$ cat src/rtl/calc_sequencer.sv
// Operand entry and add/subtract sequencing for a shared carry-in-less ripple adder.
// Define CALC_CHAIN_EN to load the previous result into operand A on the enter that leaves DONE.
module calc_sequencer #(
   parameter int WIDTH       = 4,
   parameter int SYNC_STAGES = 2
) (
   input  logic             clk,
   input  logic             rst_n,
   input  logic             key_n,
   input  logic [WIDTH-1:0] sw_i,
   input  logic             op_sub_i,
   input  logic [WIDTH:0]   adder_sum_i,
   output logic [WIDTH-1:0] adder_a_o,
   output logic [WIDTH-1:0] adder_b_o,
   output logic [WIDTH:0]   result_o,
   output logic             neg_o,
   output logic             result_valid_o,
   output logic             busy_o,
   output logic [2:0]       state_o
);

   typedef enum logic [2:0] {
      S_IDLE  = 3'd0,
      S_GET_B = 3'd1,
      S_NEG   = 3'd2,
      S_ADD   = 3'd3,
      S_DONE  = 3'd4
   } state_t;

   state_t                 state, state_nx;
   logic [SYNC_STAGES-1:0] sync_q;
   logic                   key_prev, enter;
   logic [WIDTH-1:0]       a_q, a_src, a_nx, b_nx;
   logic                   op_q, c1_q, sub_neg;
   logic                   ld_a, ld_b, cap_neg, cap_sum, clr_valid;

   // Synchronizer idles high (released key) so reset release never fakes a strike.
   always_ff @(posedge clk or negedge rst_n) begin
      if (!rst_n) begin
         sync_q   <= '1;
         key_prev <= 1'b1;
      end else begin
         sync_q   <= {sync_q[SYNC_STAGES-2:0], key_n};
         key_prev <= sync_q[SYNC_STAGES-1];
      end
   end

   assign enter = key_prev & ~sync_q[SYNC_STAGES-1];

   always_ff @(posedge clk or negedge rst_n) begin
      if (!rst_n) state <= S_IDLE;
      else        state <= state_nx;
   end

   // Adder operands are computed for the state being entered; B and -B live only
   // in the operand registers, which is all the sequence ever reads them from.
   always_comb begin
      state_nx  = state;
      ld_a      = 1'b0;
      ld_b      = 1'b0;
      cap_neg   = 1'b0;
      cap_sum   = 1'b0;
      clr_valid = 1'b0;
      a_nx      = '0;
      b_nx      = '0;
      case (state)
         S_IDLE: if (enter) begin
            ld_a     = 1'b1;
            state_nx = S_GET_B;
         end
         S_GET_B: if (enter) begin
            ld_b = 1'b1;
            if (op_sub_i) begin
               state_nx = S_NEG;
               a_nx     = ~sw_i;
               b_nx     = WIDTH'(1);
            end else begin
               state_nx = S_ADD;
               a_nx     = a_q;
               b_nx     = sw_i;
            end
         end
         S_NEG: begin
            cap_neg  = 1'b1;
            state_nx = S_ADD;
            a_nx     = a_q;
            b_nx     = adder_sum_i[WIDTH-1:0];
         end
         S_ADD: begin
            cap_sum  = 1'b1;
            state_nx = S_DONE;
         end
         S_DONE: if (enter) begin
            clr_valid = 1'b1;
`ifdef CALC_CHAIN_EN
            ld_a      = 1'b1;
            state_nx  = S_GET_B;
`else
            state_nx  = S_IDLE;
`endif
         end
         default: state_nx = S_IDLE;
      endcase
   end

`ifdef CALC_CHAIN_EN
   assign a_src = (state == S_DONE) ? result_o[WIDTH-1:0] : sw_i;
`else
   assign a_src = sw_i;
`endif

   // Carry from A + (-B) or from negating B=0 means the difference is non-negative.
   assign sub_neg = ~(adder_sum_i[WIDTH] | c1_q);

   always_ff @(posedge clk or negedge rst_n) begin
      if (!rst_n) begin
         a_q            <= '0;
         op_q           <= 1'b0;
         c1_q           <= 1'b0;
         adder_a_o      <= '0;
         adder_b_o      <= '0;
         result_o       <= '0;
         neg_o          <= 1'b0;
         result_valid_o <= 1'b0;
      end else begin
         adder_a_o <= a_nx;
         adder_b_o <= b_nx;
         if (ld_a)    a_q  <= a_src;
         if (ld_b)    op_q <= op_sub_i;
         if (cap_neg) c1_q <= adder_sum_i[WIDTH];
         if (cap_sum) begin
            result_valid_o <= 1'b1;
            if (op_q) begin
               neg_o    <= sub_neg;
               result_o <= {sub_neg, adder_sum_i[WIDTH-1:0]};
            end else begin
               neg_o    <= 1'b0;
               result_o <= adder_sum_i;
            end
         end else if (clr_valid) begin
            result_valid_o <= 1'b0;
         end
      end
   end

   assign busy_o  = (state == S_NEG) || (state == S_ADD);
   assign state_o = state;

endmodule

$ cat config.mk
export PLATFORM = sky130hd
export DESIGN_NAME = calc_sequencer
export DESIGN_NICKNAME = d
export VERILOG_FILES = /design/src/rtl/calc_sequencer.sv
export SDC_FILE = /design/constraint.sdc
export NUM_CORES = 1
export LEC_CHECK = 0
export BUFFER_PORTS_ARGS = -buffer_cell sky130_fd_sc_hd__buf_2
export CAP_MARGIN = 20
export CORE_ASPECT_RATIO = 0.8
export CORE_MARGIN = 5
export CORE_UTILIZATION = 50
export CTS_BUF_LIST = sky130_fd_sc_hd__clkbuf_4
export CTS_CLUSTER_SIZE = 14
export DETAILED_ROUTE_END_ITERATION = 6
export GPL_TIMING_DRIVEN = 0
export PLACE_DENSITY = 0.85
export REMOVE_ABC_BUFFERS = 1
export SLEW_MARGIN = 20
export SYNTH_ARGS = -nofsm -noshare
export SYNTH_HDL_FRONTEND = slang
export SYNTH_SLANG_ARGS = --single-unit
$ cat constraint.sdc
create_clock -name clk -period 2.3 [get_ports clk]
set_input_delay 0.23 -clock clk [delete_from_list [all_inputs] [get_ports clk]]
set_output_delay 0.23 -clock clk [all_outputs]
set_load 0.1 [all_outputs]
-- Word level (Yosys, flattened, before mapping)
Index checks and enable logic that the tools add are counted.
- equal/unequal tests: 7
- muxes and demuxes: 21
- bitwise logic cells: 5
- reduce and logical (&&, ||, !) cells: 4
- operators by type and width (cell ; number):
    $mux 4 ; 4
    $pmux 4 s2 ; 2
    $pmux 3 s5 ; 1
    $mux 1 ; 10
    $mux 3 ; 3
    $eq 3x2->1 const B ; 2
    $ne 2x2->1 const B ; 3
    $mux 5 ; 1
    $not 4->4 ; 1
    $eq 3x1->1 const B ; 1
    $eq 3x3->1 const B ; 1
    $logic_not 3->1 ; 1
    $reduce_and 3->1 ; 1
    $not 1->1 ; 2
    $reduce_bool 2->1 ; 1
    $and 1x1->1 ; 1
    $logic_or 1x1->1 ; 1
    $or 1x1->1 ; 1
- bits in registers: 27
- output and inout port bits: 19
- logic and storage cells: 48

-- Logic depth before layout (Yosys ltp)
- depth after elaboration: 6
- mapped depth: 4
- depth with buffers taken out: 3

-- Worst setup path before layout
No wires, ideal clock.
- kind: reg-to-reg
- from: register state[2], in the netlist state_o[2]
- to: register result_valid_o
- setup time: 121 ps
- arrival: 2017 ps
- required time: 2179 ps
- setup slack: 162 ps
- cell stages (with the launch flop): 4
- buffers on the path: 1
- clock period less this slack: 2138 ps
- cell sequence: dfrtp_1 -> buf_6 -> and2b_1 -> o22a_1
- cells in the longest elaborated chain, start to end: 3
- elaborated cells on any way between the ends: 6
- those cells by class: eq/ne: 2; mux: 3; reduce/logical: 1
- RTL lines (item ; line ; RTL):
    start: declaration ; 30 ; state_t state, state_nx;
    start signal: assignment ; 52 ; else state <= state_nx;
    $eq 3x2->1 or $eq 3x3->1 (tied branches) ; 66 ; case (state)
    $mux 1 ; 66 ;
    $mux 1 or $reduce_bool 2->1 (tied branches) ; -- ;
    end signal: assignment ; 124 ; result_valid_o <= 1'b0;
    end signal: assignment ; 132 ; result_valid_o <= 1'b1;
    end signal: assignment ; 141 ; result_valid_o <= 1'b0;
    end: declaration ; 17 ; output logic result_valid_o,
Several ways; a longest one is shown, not always the timed one.
A chain may end at the register's enable or synchronous reset.

-- Final worst setup path
- from: register state[2], in the netlist state_o[2]
- to: output busy_o
- cells in the longest elaborated chain, start to end: 2
- elaborated cells on any way between the ends: 3
- those cells by class: eq/ne: 2; reduce/logical: 1
- RTL lines (item ; line ; RTL):
    $eq 3x2->1 ; 146 ; assign busy_o = (state == S_NEG) || (state == S_ADD);
    $logic_or 1x1->1 * ; 146 ;
    end: declaration ; 18 ; output logic busy_o,
Every way passes the cells marked *; elsewhere a longest branch is shown, timed or not.

==> results.yml <==
global_route:
  grt_first_pass_wirelength_microns: 3680
  grt_overflow: 0
  grt_busiest_layer: "met2"
  antenna_found_initial: 0
  grt_use_total_pct: 14.1
  met2_usage_pct: 24.3
  grt_use_met3_pct: 6.26
  grt_max_degree: 28
  use_met1_pct: 16.8
  grt_pass1_vias: 824
synthesis:
  netlist_area_sq_um: 1110
  synthArstFlopShare_pct: 100
  yosysUniqueCellTypes: 29
  synth_warnings: 0
  ys_ff_latch: 27
  yosysTopAreaCell: "dfrtp_1"
  synth_cells: 79
  ys_top_cells_by_count: "dfrtp_1, nand2_1, mux2_2"
  yosys.area.top_type_share_pct: 54.2
  synth_ff_type: "dfrtp_1"
  synth_edf_count: 0
  ys_top_cells_by_area: "dfrtp_1, dfstp_2, mux2_4"
  ys_seq_area_share_pct: 61.3
  avgSynthCellArea_sq_um: 14.0
  yosysMostFrequentCell: "dfrtp_1"
cells_and_area:
  nets: 128
  syn_to_final_growth_pct: 19.8
  n_fill_cell: 179
  diodes: 0
  drive_above_1_share_pct: 44.7
die:
  fp.dieW_microns: 62.6
  dieHeight_microns: 52.1
  num_rows: 15
  core_sq_um: 2140
  die-area_sq_um: 3260
  io_pins: 32
  start_util_pct: 51.8
route:
  wl_per_cell_microns: 15.1
  drt_iter0_drc: 19
  drc: 0
  vias_per_cell: 5.45
  drt_wl_total_microns: 2100
  dr.pass1.iters: 2
  drtAntennaViolNets: 0
  vias: 758
timing:
  rsz0062_at_grt: "false"
  tns_ps: 0
  fin_crit_sh_pct: 77.0
  slew_violations: 0
  worst_slew_margin_rel_pct: 61.6
  worst_pin_slew_ps: 576
  max_freq_mhz: 565
  finalWorstPathRequiredPeriod_ps: 1770
  fin_skew_ps: 9.65
  hold_ws_ps: 91.7
  final_hold_viol_count: 0
  setup_violations: 0
placed_design:
  place_congestion: 0.800
  portBuffers: 31
  hpwl_microns: 1580
worst_setup_path:
  critPathMaxFanout: 11
  critical_path_class: "reg2out"
  required_ps: 2070
  slowest_delay_ps: 540
  crit_path_cell_trace: "and2b_1, buf_2"
  slowest_stage: "dfrtp_1"
  cp-startpoint: "state_o[2]$_DFFE_PN0P_"
  arrival_ps: 1540
  crit-reg2reg-launch: "state_o[2]$_DFFE_PN0P_"
  endpoint_kind: "output port"
  r2r_setup_slack_ps: 660
  critPathLaunchType: "register"
clocking:
  clkSlewWorstSetupHoldPaths_ps: 130
  h-tree-depth: 1
  cts_tree: "built"
  cts_buffers: 3
  clkSinkCount: 27
  clock-root-buffer: "clkbuf_4"
  post_cts_buffers: 0
  clkLatencyLatePin_ps: 320
  cts_hold_buf: 2
  clk_path_buf_depth: 2
  post_cts_resized: 0
job:
  maxCapViolations: 0
min_path:
  min_path_type: "in2reg"
  holdCritStartpoint: "sw_i[0]"
status:
  outcome: "finished, final reports clean"
layout by cell type, fill, tap and decap left out, drive strengths merged:
cell type / n
buf: 31
a22o: 3
dlygate4sd3: 2
dfstp: 3
nand3b: 1
a21oi: 1
and2b: 1
nand2: 6
a21boi: 1
clkbuf: 3
nand4b: 1
nand2b: 4
nor2: 4
o32ai: 1
o21ai: 3
or3b: 1
o22a: 1
a21o: 2
nor2b: 1
nand3: 1
a221oi: 1
o2bb2ai: 4
mux2: 9
clkinv: 1
nor3: 2
dfrtp: 24
mux2i: 1
nor3b: 1
worst paths after layout:
check | to | cells after the start
max | busy_o | 2
min | adder_a_o[0]$_DFF_PN0_ | 2
max reg2reg | a_q[0]$_DFFE_PN0P_ | 3
min reg2reg | sync_q[1]$_DFF_PN1_ | 0
max in group asynchronous | key_prev$_DFF_PN1_ | 2
min in group asynchronous | adder_b_o[2]$_DFF_PN0_ | 2
layout make-up:
type                            count  area, sq um  share of cell area (%)
Sequential cell                    27          679                    51.2
Timing Repair Buffer               33          175                    13.2
Tap cell                           25         31.3                    2.36
Clock buffer                        3         22.5                    1.70
Multi-Input combinational cell     50          414                    31.2
Clock inverter                      1         5.00                   0.377
worst max-delay path: cells and delay by family, from the launching register on:
kind / cells / cell delay, ps
flip-flops: 1 / 540
buffers and inverters: 1 / 420
AND/OR/NAND/NOR: 1 / 260
metrics by stage:
step                      setup slack, ps  area (sq um)  cells  util (%)
after floorplan                       154          1090     77         -
after global placement                715          1280    133      59.8
after detailed placement              683          1280    133      59.8
after CTS                             520          1330    139      62.0
after global routing                  469          1330    139      62.0
final                                 529          1330    139      62.0
cell families after synthesis:
logic type	synth area share (%)
compound gates	13.4
mux	11.4
flops	61.3
simple gates	12.5
buf+inv	1.35
state kept, by name (all words and copies together), names as in the netlist:
signal          cells
result_valid_o      1
sync_q              2
a_q                 4
result_o            5
key_prev            1
adder_a_o           4
c1_q                1
op_q                1
neg_o               1
state_o             3
adder_b_o           4
routing by layer:
layer / part of all wire [%] / vias up
li1: - / 352
met1: 44 / 379
met2: 46 / 27
met3: 9.2 / 0
met4: 0 / 0
met5: 0 / -
Power is not shown: default switching activity piles up to over one toggle a cycle in this logic, so the estimate is an artifact.
